==> src/rtl/arc4_ctrl_if.sv <==
// Bus bundle between the ARC4 sequencer and its surroundings: top-level start/done,
// the three stage handshakes, the stage S-memory ports and the muxed S-memory port.
interface arc4_ctrl_if #(
  parameter int KEY_W  = 24,
  parameter int ADDR_W = 8
);
  logic              en;
  logic              rdy;
  logic [KEY_W-1:0]  key;
  logic [KEY_W-1:0]  key_out;

  logic              init_en,     ksa_en,     prga_en;
  logic              init_rdy,    ksa_rdy,    prga_rdy;
  logic [ADDR_W-1:0] init_addr,   ksa_addr,   prga_addr;
  logic [7:0]        init_wrdata, ksa_wrdata, prga_wrdata;
  logic              init_wren,   ksa_wren,   prga_wren;

  logic [ADDR_W-1:0] s_addr;
  logic [7:0]        s_wrdata;
  logic              s_wren;

  logic [1:0]        stage;
  logic              err;
  logic [31:0]       cycles;

  // The controller sits on the slave side; whoever drives start and the stages is master.
  modport slave (
    input  en, key,
    input  init_rdy, ksa_rdy, prga_rdy,
    input  init_addr, ksa_addr, prga_addr,
    input  init_wrdata, ksa_wrdata, prga_wrdata,
    input  init_wren, ksa_wren, prga_wren,
    output rdy, key_out,
    output init_en, ksa_en, prga_en,
    output s_addr, s_wrdata, s_wren,
    output stage, err, cycles
  );

  modport master (
    output en, key,
    output init_rdy, ksa_rdy, prga_rdy,
    output init_addr, ksa_addr, prga_addr,
    output init_wrdata, ksa_wrdata, prga_wrdata,
    output init_wren, ksa_wren, prga_wren,
    input  rdy, key_out,
    input  init_en, ksa_en, prga_en,
    input  s_addr, s_wrdata, s_wren,
    input  stage, err, cycles
  );
endinterface

==> src/rtl/arc4_ctrl.sv <==
// ARC4 top-level sequencer: runs init -> ksa -> prga and owns the S-memory write port.
// Optional run-length counter on cycles is enabled by defining ARC4_CYCLE_COUNT_EN.
module arc4_ctrl #(
  parameter int KEY_W  = 24,
  parameter int ADDR_W = 8
) (
  input  logic       clk,
  input  logic       rst,
  arc4_ctrl_if.slave bus
);

  typedef enum logic [2:0] {
    IDLE,
    INIT_GO,
    INIT_WAIT,
    KSA_GO,
    KSA_WAIT,
    PRGA_GO,
    PRGA_WAIT
  } state_t;

  state_t            state_q, state_d;
  logic              busy_seen_q, busy_seen_d;
  logic [KEY_W-1:0]  key_out_q, key_out_d;
  logic              err_q, err_d;

  logic              accept;
  logic              init_en_c, ksa_en_c, prga_en_c;
  logic [1:0]        stage_c;
  logic              nonowner_wr;
  logic [ADDR_W-1:0] s_addr_c;
  logic [7:0]        s_wrdata_c;
  logic              s_wren_c;

  assign accept = (state_q == IDLE) && bus.en;

  always_comb begin
    state_d     = state_q;
    busy_seen_d = busy_seen_q;
    init_en_c   = 1'b0;
    ksa_en_c    = 1'b0;
    prga_en_c   = 1'b0;
    stage_c     = 2'd0;
    case (state_q)
      IDLE: begin
        if (bus.en) state_d = INIT_GO;
      end
      INIT_GO: begin
        stage_c = 2'd1;
        if (bus.init_rdy) begin
          init_en_c   = 1'b1;
          busy_seen_d = 1'b0;
          state_d     = INIT_WAIT;
        end
      end
      // A stage is finished only after it has been seen busy and then idle again.
      INIT_WAIT: begin
        stage_c = 2'd1;
        if (!bus.init_rdy)      busy_seen_d = 1'b1;
        else if (busy_seen_q)   state_d     = KSA_GO;
      end
      KSA_GO: begin
        stage_c = 2'd2;
        if (bus.ksa_rdy) begin
          ksa_en_c    = 1'b1;
          busy_seen_d = 1'b0;
          state_d     = KSA_WAIT;
        end
      end
      KSA_WAIT: begin
        stage_c = 2'd2;
        if (!bus.ksa_rdy)       busy_seen_d = 1'b1;
        else if (busy_seen_q)   state_d     = PRGA_GO;
      end
      PRGA_GO: begin
        stage_c = 2'd3;
        if (bus.prga_rdy) begin
          prga_en_c   = 1'b1;
          busy_seen_d = 1'b0;
          state_d     = PRGA_WAIT;
        end
      end
      PRGA_WAIT: begin
        stage_c = 2'd3;
        if (!bus.prga_rdy)      busy_seen_d = 1'b1;
        else if (busy_seen_q)   state_d     = IDLE;
      end
      default: state_d = IDLE;
    endcase
  end

  always_comb begin
    s_addr_c   = '0;
    s_wrdata_c = '0;
    s_wren_c   = 1'b0;
    case (stage_c)
      2'd1: begin
        s_addr_c   = bus.init_addr;
        s_wrdata_c = bus.init_wrdata;
        s_wren_c   = bus.init_wren;
      end
      2'd2: begin
        s_addr_c   = bus.ksa_addr;
        s_wrdata_c = bus.ksa_wrdata;
        s_wren_c   = bus.ksa_wren;
      end
      2'd3: begin
        s_addr_c   = bus.prga_addr;
        s_wrdata_c = bus.prga_wrdata;
        s_wren_c   = bus.prga_wren;
      end
      default: ;
    endcase
  end

  assign nonowner_wr = (bus.init_wren && (stage_c != 2'd1)) ||
                       (bus.ksa_wren  && (stage_c != 2'd2)) ||
                       (bus.prga_wren && (stage_c != 2'd3));

  always_comb begin
    key_out_d = key_out_q;
    err_d     = err_q;
    if (accept)      key_out_d = bus.key;
    if (nonowner_wr) err_d     = 1'b1;
  end

  always_ff @(posedge clk or posedge rst) begin
    if (rst) begin
      state_q     <= IDLE;
      busy_seen_q <= 1'b0;
      key_out_q   <= '0;
      err_q       <= 1'b0;
    end else begin
      state_q     <= state_d;
      busy_seen_q <= busy_seen_d;
      key_out_q   <= key_out_d;
      err_q       <= err_d;
    end
  end

`ifdef ARC4_CYCLE_COUNT_EN
  logic [31:0] cycles_q, cycles_d;

  // Cleared on acceptance, counts every non-idle edge, sticks at all-ones.
  always_comb begin
    cycles_d = cycles_q;
    if (accept)                                          cycles_d = '0;
    else if ((state_q != IDLE) && (cycles_q != '1))      cycles_d = cycles_q + 32'd1;
  end

  always_ff @(posedge clk or posedge rst) begin
    if (rst) cycles_q <= '0;
    else     cycles_q <= cycles_d;
  end

  assign bus.cycles = cycles_q;
`else
  assign bus.cycles = '0;
`endif

  assign bus.rdy      = (state_q == IDLE);
  assign bus.key_out  = key_out_q;
  assign bus.init_en  = init_en_c;
  assign bus.ksa_en   = ksa_en_c;
  assign bus.prga_en  = prga_en_c;
  assign bus.stage    = stage_c;
  assign bus.err      = err_q;
  assign bus.s_addr   = s_addr_c;
  assign bus.s_wrdata = s_wrdata_c;
  assign bus.s_wren   = s_wren_c;

endmodule

==> src/flat_wrapper.sv <==
// flat-port wrapper written by rule: the top's interface ports become plain ports
module arc4_ctrl_flat 
#(
  parameter int KEY_W  = 24,
  parameter int ADDR_W = 8
)
  (clk, rst, bus_en, bus_key, bus_init_rdy, bus_ksa_rdy, bus_prga_rdy, bus_init_addr, bus_ksa_addr, bus_prga_addr, bus_init_wrdata, bus_ksa_wrdata, bus_prga_wrdata, bus_init_wren, bus_ksa_wren, bus_prga_wren, bus_rdy, bus_key_out, bus_init_en, bus_ksa_en, bus_prga_en, bus_s_addr, bus_s_wrdata, bus_s_wren, bus_stage, bus_err, bus_cycles);
  arc4_ctrl_if #(.KEY_W(KEY_W), .ADDR_W(ADDR_W)) bus_i ();
  input  logic clk;
  input  logic rst;
  input wire logic [$bits(bus_i.en)-1:0] bus_en;
  input wire logic [$bits(bus_i.key)-1:0] bus_key;
  input wire logic [$bits(bus_i.init_rdy)-1:0] bus_init_rdy;
  input wire logic [$bits(bus_i.ksa_rdy)-1:0] bus_ksa_rdy;
  input wire logic [$bits(bus_i.prga_rdy)-1:0] bus_prga_rdy;
  input wire logic [$bits(bus_i.init_addr)-1:0] bus_init_addr;
  input wire logic [$bits(bus_i.ksa_addr)-1:0] bus_ksa_addr;
  input wire logic [$bits(bus_i.prga_addr)-1:0] bus_prga_addr;
  input wire logic [$bits(bus_i.init_wrdata)-1:0] bus_init_wrdata;
  input wire logic [$bits(bus_i.ksa_wrdata)-1:0] bus_ksa_wrdata;
  input wire logic [$bits(bus_i.prga_wrdata)-1:0] bus_prga_wrdata;
  input wire logic [$bits(bus_i.init_wren)-1:0] bus_init_wren;
  input wire logic [$bits(bus_i.ksa_wren)-1:0] bus_ksa_wren;
  input wire logic [$bits(bus_i.prga_wren)-1:0] bus_prga_wren;
  output wire logic [$bits(bus_i.rdy)-1:0] bus_rdy;
  output wire logic [$bits(bus_i.key_out)-1:0] bus_key_out;
  output wire logic [$bits(bus_i.init_en)-1:0] bus_init_en;
  output wire logic [$bits(bus_i.ksa_en)-1:0] bus_ksa_en;
  output wire logic [$bits(bus_i.prga_en)-1:0] bus_prga_en;
  output wire logic [$bits(bus_i.s_addr)-1:0] bus_s_addr;
  output wire logic [$bits(bus_i.s_wrdata)-1:0] bus_s_wrdata;
  output wire logic [$bits(bus_i.s_wren)-1:0] bus_s_wren;
  output wire logic [$bits(bus_i.stage)-1:0] bus_stage;
  output wire logic [$bits(bus_i.err)-1:0] bus_err;
  output wire logic [$bits(bus_i.cycles)-1:0] bus_cycles;
  assign bus_i.en = bus_en;
  assign bus_i.key = bus_key;
  assign bus_i.init_rdy = bus_init_rdy;
  assign bus_i.ksa_rdy = bus_ksa_rdy;
  assign bus_i.prga_rdy = bus_prga_rdy;
  assign bus_i.init_addr = bus_init_addr;
  assign bus_i.ksa_addr = bus_ksa_addr;
  assign bus_i.prga_addr = bus_prga_addr;
  assign bus_i.init_wrdata = bus_init_wrdata;
  assign bus_i.ksa_wrdata = bus_ksa_wrdata;
  assign bus_i.prga_wrdata = bus_prga_wrdata;
  assign bus_i.init_wren = bus_init_wren;
  assign bus_i.ksa_wren = bus_ksa_wren;
  assign bus_i.prga_wren = bus_prga_wren;
  assign bus_rdy = bus_i.rdy;
  assign bus_key_out = bus_i.key_out;
  assign bus_init_en = bus_i.init_en;
  assign bus_ksa_en = bus_i.ksa_en;
  assign bus_prga_en = bus_i.prga_en;
  assign bus_s_addr = bus_i.s_addr;
  assign bus_s_wrdata = bus_i.s_wrdata;
  assign bus_s_wren = bus_i.s_wren;
  assign bus_stage = bus_i.stage;
  assign bus_err = bus_i.err;
  assign bus_cycles = bus_i.cycles;
  arc4_ctrl #(.KEY_W(KEY_W), .ADDR_W(ADDR_W)) u_core (.clk(clk), .rst(rst), .bus(bus_i));
endmodule
==> config.mk <==
export PLATFORM = sky130hd
export DESIGN_NAME = arc4_ctrl_flat
export DESIGN_NICKNAME = d
export VERILOG_FILES = /design/src/rtl/arc4_ctrl_if.sv /design/src/rtl/arc4_ctrl.sv /design/src/flat_wrapper.sv
export SDC_FILE = /design/constraint.sdc
export NUM_CORES = 1
export LEC_CHECK = 0
export CELL_PAD_IN_SITES_DETAIL_PLACEMENT = 1
export CELL_PAD_IN_SITES_GLOBAL_PLACEMENT = 2
export CORE_MARGIN = 3
export CORE_UTILIZATION = 17
export CTS_BUF_LIST = sky130_fd_sc_hd__clkbuf_2 sky130_fd_sc_hd__clkbuf_4 sky130_fd_sc_hd__clkbuf_8
export DETAILED_ROUTE_END_ITERATION = 8
export HOLD_SLACK_MARGIN = 0.12
export PLACE_DENSITY = 0.88
export SYNTH_ARGS = -nofsm -noshare
export SYNTH_HDL_FRONTEND = slang
export SYNTH_SLANG_ARGS = --single-unit
==> constraint.sdc <==
create_clock -name clk -period 1.4 [get_ports clk]
set_input_delay 0.14 -clock clk [delete_from_list [all_inputs] [get_ports clk]]
set_output_delay 0.14 -clock clk [all_outputs]
set_load 0.01 [all_outputs]
==> impl_results.md, run 1 <==
* Status: finished with violations
* Failing checks: setup timing
* Largest net degree at the start of global routing at 30
* R2R cell count at 6
* Cell area after synthesis at approximately 2100 um^2
* CTS tree: built
* Hold WS at between 0.15 and 0.2 ns
* Antenna-violating nets left at 0
* Tot Pwr at ~8900 uW
* Setup Viol. Count Final at 51
* Initial DRC Count at 31
* Floorplan row count at 40
* Max_cap viols at 0
* Slowest stage delay, CP at between 0.4 and 0.5 ns
* Crit path time final at around 1.7 ns
* Switch share at between 30% and 40%
* Psw at 3344 uW
* Syn_area_per_cell at 12.04 um^2
* Reg2Reg Setup Slack at -0.23 ns
* IO Pins at 161
* CP max stage cell: dfrtp_1
* Clock skew at ~0.0055 ns
* Die width at ~120 um
* Detailed-router iteration count before antenna repair at 4
* Logic pwr share at 74.5%
* Clock net sink count at 29
* Crit-path cells: buf_6 > xnor2_4 > bufbuf_16 > o2bb2ai_4 > buf_2
* Internal power at around 5600 uW
* Antenna fix cells at 0
* Layout Utilization at about a third
* Max rail drop VDD at 0.0008217 V
* Crit end category: primary output
* Die Span Y at approximately 120 um
* Crit path DAT at 1.53 ns
* Clock share of power at under 10%
* Register area at 726.9 um^2
* Die Area at approximately 14,000 um^2
* Power per Cell Area at approximately 2200 nW/um^2
* Fin worst setup slack at -0.2712 ns
* Final Hold Fails at 0
* Multi-input gate area at 1361 um^2
* Max Buffers Root-to-Sink at 2
* EDFF count, synth at 0
* Tot GR Track Use at 9.710%
* Fmax achieved at about 0.60 GHz
* Crit path required time at 1.26 ns
* Clk_lat worst skew at between 0.2 and 0.3 ns
* Mapped Cells at about 180
* Sequential fraction of the synthesis area at between 30% and 40%
* Routed wire length at between 7000 and 8000 um
* Synth Warn # at 0
* Async S/R FF share, synth at between 90% and 100%
* Number of library cell types mapped by synthesis at 32
* Layout cell share with drive strength beyond 1 at between 30% and 40%
* Crit path max fanout at 8
* Final HPWL DP at ~5500 um
* Input/output buffers at roughly 130
* HP Class: primary input to async pin
* Unrepaired setup endpoints after global routing: true
* Total grt overflow at 0
* Area delta synth->final at 89.67%
* Layout fillers at ~1,400
* CTS Root Cell: clkbuf_8
* Reg clk slew, reported paths at roughly 0.07 ns
* Routed WL per cell at between 10 and 15 um
* #FFs+latches synth at 29
* Critical path class: flop to primary output
* Crit start category: flop
* First-pass GRT wire length at 11,010 um
* Vias per cell at approximately 3.8
* Final Max Slew Viols at 0
* Cell leakage power at around 0.0017 uW
* Vias in the first global route at roughly 2,100
* CORE AREA at between 10,000 and 15,000 um^2
* Layout Nets at about 410
* Post-Place Worst Slack at -0.3482 ns
* Seq pwr share at ~17%
* CTS buffer count at 5
* Via count at between 1,500 and 2,000
* Initial antenna violation count at 0
* H-Tree Depth at 2
* Main synth FF type: dfrtp_1
* Tcrit/Tclk final at 119.4%
* Reg2reg start: u_core.state_q[2]
* R2R Path End: u_core.bus.key_out[3]
* Initial Util at approximately 18%
* Residual DRC at 0
* Final Wtd Congestion at 0.7492
==> metal layers <==
| metal | vias up | wire length (um) | global-route usage, % |
|---|---|---|---|
| li1 | 878 | - | - |
| met1 | 906 | 2823 | 10.72 |
| met2 | 106 | 3840 | 17.43 |
| met3 | 4 | 681 | 4.085 |
| met4 | 0 | 40 | 1.978 |
| met5 | - | 0 | 0 |
==> critical path: cells and delay by family (launching register included) <==
family          cells  cell delay, ns
buf+inv             3            0.60
flops               1            0.41
xor+xnor            1            0.18
compound gates      1            0.06
==> cell usage after synthesis (2+ instances only) <==
cell type | number | area (um^2)
mux2i_1 | 23 | 230.2
a21o_1 | 2 | 15.01
nor3b_1 | 2 | 15.01
nand2_1 | 6 | 22.52
buf_6 | 7 | 78.83
inv_1 | 2 | 7.510
buf_4 | 34 | 255.2
nor2_1 | 2 | 7.510
xnor2_1 | 2 | 17.52
o21ai_1 | 2 | 10.01
o2bb2ai_1 | 17 | 148.9
dfrtp_1 | 29 | 725.7
buf_12 | 2 | 40.04
o21ai_0 | 2 | 10.01
mux2_4 | 20 | 300.3
a21oi_1 | 4 | 20.02
nor2_8 | 2 | 40.04
mux2_2 | 5 | 56.30
==> final cells by class <==
type                            count  area share [%]
Tap cell                          168           5.201
Inverter                            2          0.2477
Sequential cell                    29           17.99
Clock buffer                        7           2.229
Multi-Input combinational cell    133           33.68
Timing Repair Buffer              162           40.65
==> repair_timing <==
item / in CTS / in global routing
hold buffers: 0 / 0
resized for setup: 124 / 26
setup endpoints to repair: 52 / 51
cloned: 1 / 3
pin swaps: 2 / 4
buffers inserted: 1 / 1
==> layout by cell type, fill, tap and decap left out, types with 2 or more instances in the layout <==
cell type / netlist / layout
clkdlybuf4s50_1: 0 / 104
conb_1: 1 / 32
dfrtp_1: 29 / 28
mux2_4: 20 / 21
mux2i_1: 23 / 17
buf_4: 34 / 16
buf_2: 1 / 15
buf_6: 7 / 14
o2bb2ai_2: 0 / 10
mux2i_2: 0 / 6
o2bb2ai_4: 0 / 6
clkbuf_8: 0 / 6
nand2_1: 6 / 5
o21ai_1: 2 / 4
mux2_2: 5 / 4
buf_12: 2 / 4
a21oi_1: 4 / 3
clkbuf_16: 0 / 3
nor2_8: 2 / 2
a21o_1: 2 / 2
xnor2_1: 2 / 2
nor2_1: 2 / 2
clkdlybuf4s15_2: 0 / 2
buf_8: 0 / 2
==> cells by family (layout without fill, tap and decap cells) <==
| group | count (synthesis) | after routing | synth area share, % |
|---|---|---|---|
| other cells | 1 | 32 | 0.1760 |
| compound gates | 31 | 31 | 11.57 |
| flops | 29 | 29 | 34.06 |
| mux | 48 | 48 | 27.54 |
| buf+inv | 46 | 171 | 18.14 |
| xor+xnor | 3 | 3 | 2.114 |
| simple gates | 19 | 19 | 6.400 |
==> how the worst max path moves through the flow <==
| stage | start | to | slack (ns) | cells after the start |
|---|---|---|---|---|
| finish | u_core.state_q[1] | bus_s_addr[4] | -0.27 | 5 |
| global route | u_core.state_q[0] | bus_s_wrdata[7] | -0.34 | 6 |
| CTS | u_core.state_q[1] | u_core.bus.key_out[15] | -0.28 | 7 |
| detailed placement | u_core.state_q[2] | bus_s_wrdata[4] | -0.35 | 4 |
| global placement | u_core.state_q[2] | bus_s_wrdata[6] | -0.30 | 4 |
| floorplan | u_core.state_q[2] | u_core.bus.key_out[0] | 0.007 | 6 |
==> state kept, by name, indices dropped and copies added (netlist names) <==
name and flops:
u_core.state_q 3, u_core.bus.key_out 24, u_core.bus.err 1, u_core.busy_seen_q 1
==> metrics by stage <==
stage	cells	area, um^2	TNS, ns
finish	501	4041	-10.12
global route	501	4041	-13.99
CTS	497	3814	-11.56
detailed placement	488	3620	-13.11
global placement	488	3620	-11.85
floorplan	208	2247	0
==> power groups by stage <==
| stage | combinational (uW) | clock (uW) | sequential [uW] |
|---|---|---|---|
| floorplan | 2790 | 0 | 1640 |
| CTS | 5930 | 775 | 1550 |
| finish | 6640 | 722 | 1550 |
| global route | 7060 | 804 | 1600 |
| global placement | 5430 | 0 | 1510 |
| detailed placement | 5580 | 0 | 1530 |
No activity file was read; power rests on OpenSTA's default activity.
==> run 2, diff against run 1 <==
--- a/config.mk
+++ b/config.mk
@@ -11,7 +11,7 @@
 export CORE_UTILIZATION = 17
 export CTS_BUF_LIST = sky130_fd_sc_hd__clkbuf_2 sky130_fd_sc_hd__clkbuf_4 sky130_fd_sc_hd__clkbuf_8
 export DETAILED_ROUTE_END_ITERATION = 8
-export HOLD_SLACK_MARGIN = 0.12
+export HOLD_SLACK_MARGIN = 0.05
 export PLACE_DENSITY = 0.88
 export SYNTH_ARGS = -nofsm -noshare
 export SYNTH_HDL_FRONTEND = slang
==> results of run 2 <==
Final layout, timing and power as in run 1 (identical DEF).
==> run 3, diff against run 2 <==
--- a/config.mk
+++ b/config.mk
@@ -5,6 +5,7 @@
 export SDC_FILE = /design/constraint.sdc
 export NUM_CORES = 1
 export LEC_CHECK = 0
+export ABC_AREA = 0
 export CELL_PAD_IN_SITES_DETAIL_PLACEMENT = 1
 export CELL_PAD_IN_SITES_GLOBAL_PLACEMENT = 2
 export CORE_MARGIN = 3
==> results of run 3 <==
Final layout, timing and power as in run 1 (identical DEF).
==> edit 1: new RTL, settings of run 3 <==
`KEY_W` is set to 24 in 3 places; all go to 16.
--- a/src/rtl/arc4_ctrl_if.sv
+++ b/src/rtl/arc4_ctrl_if.sv
@@ -3,3 +3,3 @@
 interface arc4_ctrl_if #(
-  parameter int KEY_W  = 24,
+  parameter int KEY_W  = 16,
   parameter int ADDR_W = 8
--- a/src/rtl/arc4_ctrl.sv
+++ b/src/rtl/arc4_ctrl.sv
@@ -3,3 +3,3 @@
 module arc4_ctrl #(
-  parameter int KEY_W  = 24,
+  parameter int KEY_W  = 16,
   parameter int ADDR_W = 8
--- a/src/flat_wrapper.sv
+++ b/src/flat_wrapper.sv
@@ -3,3 +3,3 @@
 #(
-  parameter int KEY_W  = 24,
+  parameter int KEY_W  = 16,
   parameter int ADDR_W = 8
Interface: changed (resized bus_key and bus_key_out); port bits go from 161 to 145. The function was not compared with the original's and may differ.
==> edit 1 against run 3 <==
The flow still finishes with violations (setup timing); sequential cell count shrank 8; largest cell class unchanged; sequential share of layout area decreased by 1.8 points; worst setup slack lost 34 ps; synthesized cell count grew 3.4%; critical path type unchanged; wire length decreased by 12%; synthesized area is 20% lower; power down 26%; global-route usage up 1.4 points; count of clock-buffer cells in the layout decreased by 3; final area shrank 19%.
==> edit 1: results (changes against run 3) <==
The register bit count reported by yosys works out to 21 (-28%). The worst ir drop on vdd was 0.000622 V (-24%); the ratio of routed vias to standard cells was 3.93 (+3.8%). The run gives 183 (+3.4%) as the number of instances in the synthesized netlist. The tools report the static power due to leakage as 1.45 nW (-16%).

Highest net fanout along the worst path: 15 (+7). The final reports fail on setup timing. The maximum number of pins on one net before global-route repair was 22 (-27%); the number of port buffers was 112 (-13%).

The run finished, with violations left. Multi-input combinational cell count: 143 (+7.5%). The sequential fraction of the synthesis area was 31.0% (-3.1 points); the starting DRC count in detailed routing was 30 (-3.2%). The slowest stage of the critical path belongs to the cell dfrtp_2. The detailed-placement wirelength estimate is 4850 um (-12%), and the sum of negative setup slack is -9380 ps (+733 ps). After synthesis, the cell types taking the most area are dfrtp_1 (31%), buf_4 (15%), mux2_2 (11%). The worst clock skew was 4.78 ps (-0.765 ps). The share of post-route cells with drive strength above 1 is 33.3% (-3.9 points). The total power per unit cell area was 2010 nW/um2 (-8.9%); the peak per-stage delay on the critical path was 430 ps (+20 ps). The share of final layout cell area taken by clock buffers and inverters works out to 1.49% (-0.74 points). Final estimated routing congestion in global placement: 0.704 (-6.0%). Proportion of cell area occupied by registers: 16.1% (-1.8 points).

The logs give -305 ps (-34.2 ps) for the setup slack of the critical path after layout and 34 (+6.3%) for the count of cell types in the netlist. The count of endpoints failing setup in the final report was 42 (-18%); the number of ordinary and repair buffers in the finished layout was 153 (-5.6%). The area after detailed placement is 3000 um2 (-17%), and the flip-flop count of the largest register after layout is 16 (-33%).

The maximum level of the CTS H-tree is 1 (-1), and the number of logic inverters in the finished layout is 6 (+4). Depth of the most critical reg-to-reg path: 7 (+1). The number of detailed-routing iterations run before antenna repair is 3 (-1).

The post-CTS setup-driven buffer insertion count is 11 (+10). The tools report the number of global-route vias before repair as 1,939 (-7.6%). The run gives 143 (+15%) as the post-CTS resize count. The commonest cells after synthesis are buf_4 (33), dfrtp_1 (21), nand2_1 (21).

The area of the core is 9460 um2 (-22%), and the wire length reported by the detailed router is 6500 um (-12%). The count of placed standard cells including taps came out at 437 (-10%). The tools report the worst hold margin as 243 ps (+43.3 ps). Total vias in the final route: 1,790 (-5.5%). The net total in the final layout is 401 (-3.1%).

The tools report the worst setup slack before clock tree synthesis as -501 ps (-152 ps). The arrival time of data at the critical path endpoint was 1570 ps (+40 ps); the number of clock buffer instances in the layout was 4 (-3).
-- edit 1: cells by family after synthesis --
kind of cell           synth area share [%]
multiplexers                           21.3
buffers and inverters                  20.4
AO/OA/AOI/OAI                          12.0
flip-flops                             31.0
XOR/XNOR                               2.14
other                                 0.221
AND/OR/NAND/NOR                        12.9
-- edit 1: worst max-delay path by stage --
stage | startpoint | to | cells past startpoint
after floorplan | u_core.state_q[2] | u_core.bus.key_out[0] | 5
after detailed placement | u_core.state_q[1] | bus_s_wrdata[4] | 6
after global routing | u_core.state_q[1] | bus_ksa_en | 4
final | u_core.state_q[1] | bus_ksa_en | 4
after global placement | u_core.state_q[1] | bus_s_addr[4] | 6
after CTS | u_core.state_q[2] | bus_s_addr[7] | 6
-- edit 1: worst reg2reg max path, stage by stage, from the launching register on --
cell	delay [ps]
dfrtp_2	440
buf_6	130
buf_6	110
nor2b_4	100
nor3b_4	190
buf_6	150
buf_12	130
mux2_4	310
-- edit 1: routing by layer --
| layer | vias to the layer above | routed length, um | track usage (%) | part of all wire [%] |
|---|---|---|---|---|
| li1 | 855 | - | - | - |
| met2 | 102 | 3330 | 21.1 | 51 |
| met5 | - | 0 | 0 | 0 |
| met4 | 0 | 48 | 2.22 | 0.74 |
| met1 | 829 | 2490 | 12.1 | 38 |
| met3 | 4 | 626 | 3.25 | 9.6 |
-- edit 1: report_power, final --
| part | switching (mW) | total [mW] | leakage [nW] | internal (mW) |
|---|---|---|---|---|
| registers | 0.211 | 1.12 | 0.244 | 0.911 |
| clock network | 0.201 | 0.423 | 0.0262 | 0.222 |
| logic | 2.26 | 5.04 | 1.18 | 2.79 |
| total | 2.67 | 6.59 | 1.45 | 3.92 |
==> edit 2: new RTL, flow settings as in run 3 <==
Without the edit above. Encoding of `state_t`: now one-hot (7 bits for 7 states).
--- a/src/rtl/arc4_ctrl.sv
+++ b/src/rtl/arc4_ctrl.sv
@@ -11,10 +11,10 @@
 
-  typedef enum logic [2:0] {
-    IDLE,
-    INIT_GO,
-    INIT_WAIT,
-    KSA_GO,
-    KSA_WAIT,
-    PRGA_GO,
-    PRGA_WAIT
+  typedef enum logic [6:0] {
+    IDLE      = 7'b0000001,
+    INIT_GO   = 7'b0000010,
+    INIT_WAIT = 7'b0000100,
+    KSA_GO    = 7'b0001000,
+    KSA_WAIT  = 7'b0010000,
+    PRGA_GO   = 7'b0100000,
+    PRGA_WAIT = 7'b1000000
   } state_t;
Function: same outputs for any inputs over 10 cycles, from zero or initial values and one cycle with rst high; not proved beyond that.
==> edit 2 against run 3 <==
The flow still finishes with violations (setup timing); largest power group unchanged; synthesized cell count up 29%; clock skew up 2.7 ps; wire length is 38% higher; core utilization grew 2.3 points; sequential power up 7%; synthesized area rose by 9.2%; sequential cell count up 4; worst setup slack worse by 720 ps; power is 8.0% lower; first-iteration DRC count rose to 5.1 times the old value; cell count rose by 20%; final area up 17%; die area rose by 8.7%; largest cell class unchanged.
==> edit 2: results (changes against run 3) <==
The flow ran to the end, but the final reports show violations. The critical path starts at u_core.state_q[2]. For the net total in the final layout, the log shows 505 (+22%). The slowest library cell on the worst path is or4b_4. The run gives 159 (+410%) as the starting DRC count in detailed routing. The share of post-route cells with drive strength above 1 was 41.9% (+4.6 points).

Final estimated routing congestion in global placement: 0.836 (+12%). The global-route wire length before repair was 13,900 um (+26%); the arrival time of data at the critical path endpoint was 2250 ps (+720 ps). Grouping stages by cell kind, the critical path spends the most delay in simple AND/OR/NAND/NOR gates. The share of the synthesized netlist area taken by xor and xnor gates is 1.51% (-0.61 points). The multiplexer area fraction after synthesis is 16.2% (-11 points), and the highest net fanout along the worst path is 3 (-5). The peak per-stage delay on the critical path is 530 ps (+120 ps). The run gives 4050 um2 (+12%) as the area after detailed placement.

The worst ir drop on vdd was 0.000522 V (-36%). The count of endpoints failing setup in the final report came out at 56 (+9.8%). The tools report the destination of the worst register-to-register timing path as u_core.state_q[4].

The fill cell total of the finished layout is 1,497 (+9.5%), and the worst hold margin is 231 ps (+31.6 ps). The setup slack of the critical path after layout came out at -991 ps (-719 ps). Detailed-placement wirelength estimate: 6720 um (+22%).

The checks that failed: setup timing. The share of the synthesized area in compound gates (AO/OA/AOI/OAI) works out to 14.1% (+2.5 points). The run gives 2,690 (+28%) as the number of global-route vias before repair. By count the netlist is led by buf_4 (32), dfrtp_1 (32), inv_1 (27).

The run gives 10,200 um (+38%) as the wire length reported by the detailed router. The worst clock skew was 8.27 ps (+2.73 ps); the total vias in the final route was 2,552 (+35%). For the total number of yosys warnings, the log shows 0 (unchanged). The depth of the most critical reg-to-reg path is 7 (+1). For the count of cell types in the netlist, the log shows 50 (+56%).

The logs give 2.20 nW (+28%) for the static power due to leakage and 5.22 mW (-6.3%) for the internal power of the cells. Sorting the synthesized cells by area gives the leading types as dfrtp_1 (34%), mux2_4 (13%), buf_4 (10%).
edit 2: cell count changes in the layout (fill, tap and decap cells not counted), moves of 4 or more:
| cell | before | now |
|---|---|---|
| buf_6 | 14 | 26 |
| a222oi_1 | 0 | 17 |
| mux2i_1 | 17 | 2 |
| o2bb2ai_4 | 6 | 0 |
| nor2_4 | 0 | 4 |
| mux2i_2 | 6 | 0 |
| buf_4 | 16 | 44 |
| inv_1 | 1 | 27 |
| o2bb2ai_2 | 10 | 0 |
edit 2: cell families (layout without fill, tap and decap cells):
family / after synthesis / after routing
buf+inv: 73 / 238
flops: 33 / 33
mux: 27 / 27
simple gates: 51 / 51
compound gates: 40 / 40
other cells: 1 / 32
xor+xnor: 4 / 4
edit 2: final cells by class:
class | count | area [um2] | area share, %
Tap cell | 176 | 220 | 4.64
Clock inverter | 2 | 10.0 | 0.211
Inverter | 27 | 101 | 2.14
Multi-Input combinational cell | 154 | 1450 | 30.6
Timing Repair Buffer | 203 | 2050 | 43.3
Clock buffer | 6 | 76.3 | 1.61
Sequential cell | 33 | 831 | 17.5
edit 2: worst max-delay path by stage:
stage                              to  slack (ps)  cells past startpoint
global route              bus_prga_en       -1040                      6
global placement          bus_prga_en        -950                      6
finish                    bus_prga_en        -990                      6
floorplan           u_core.state_q[4]        -810                      5
detailed placement    bus_s_wrdata[0]        -990                      7
CTS                   bus_s_wrdata[3]       -1050                      8
edit 2: through the flow:
step / std cells / setup TNS (ps) / power, mW
final: 601 / -45990 / 8.20
after global routing: 601 / -50940 / 8.72
after CTS: 586 / -50330 / 7.62
after detailed placement: 563 / -44880 / 6.24
after global placement: 563 / -42920 / 6.11
after floorplan: 260 / -32100 / 3.98
edit 2: worst register-to-register path: cells and delay by family (launching register included):
| family | cells | cell delay (ps) |
|---|---|---|
| DFF | 1 | 420 |
| and+or+nand+nor | 4 | 1380 |
| muxes | 1 | 280 |
| buffers and inverters | 2 | 200 |
edit 2: layer usage:
metal | vias to the layer above | GRT usage (%) | routed length (um) | part of all wire [%]
met5 | - | 0 | 0 | 0
met4 | 0 | 3.60 | 186 | 1.8
met3 | 12 | 2.42 | 844 | 8.3
met2 | 124 | 21.3 | 5240 | 52
met1 | 1248 | 13.5 | 3890 | 38
li1 | 1168 | - | - | -
edit 2: power by group through the flow:
stage | Combinational (mW) | Sequential, mW | Clock [mW]
after floorplan | 2.18 | 1.80 | 0
after global placement | 4.49 | 1.62 | 0
after detailed placement | 4.58 | 1.66 | 0
after CTS | 5.22 | 1.64 | 0.759
after global routing | 6.22 | 1.70 | 0.802
final | 5.82 | 1.66 | 0.719
edit 2: what timing repair did:
action | 4_1_cts | 5_1_grt
cloned | 4 | 4
resized for setup | 140 | 46
setup endpoints to repair | 56 | 57
pin swaps | 32 | 22
buffers inserted | 12 | 20
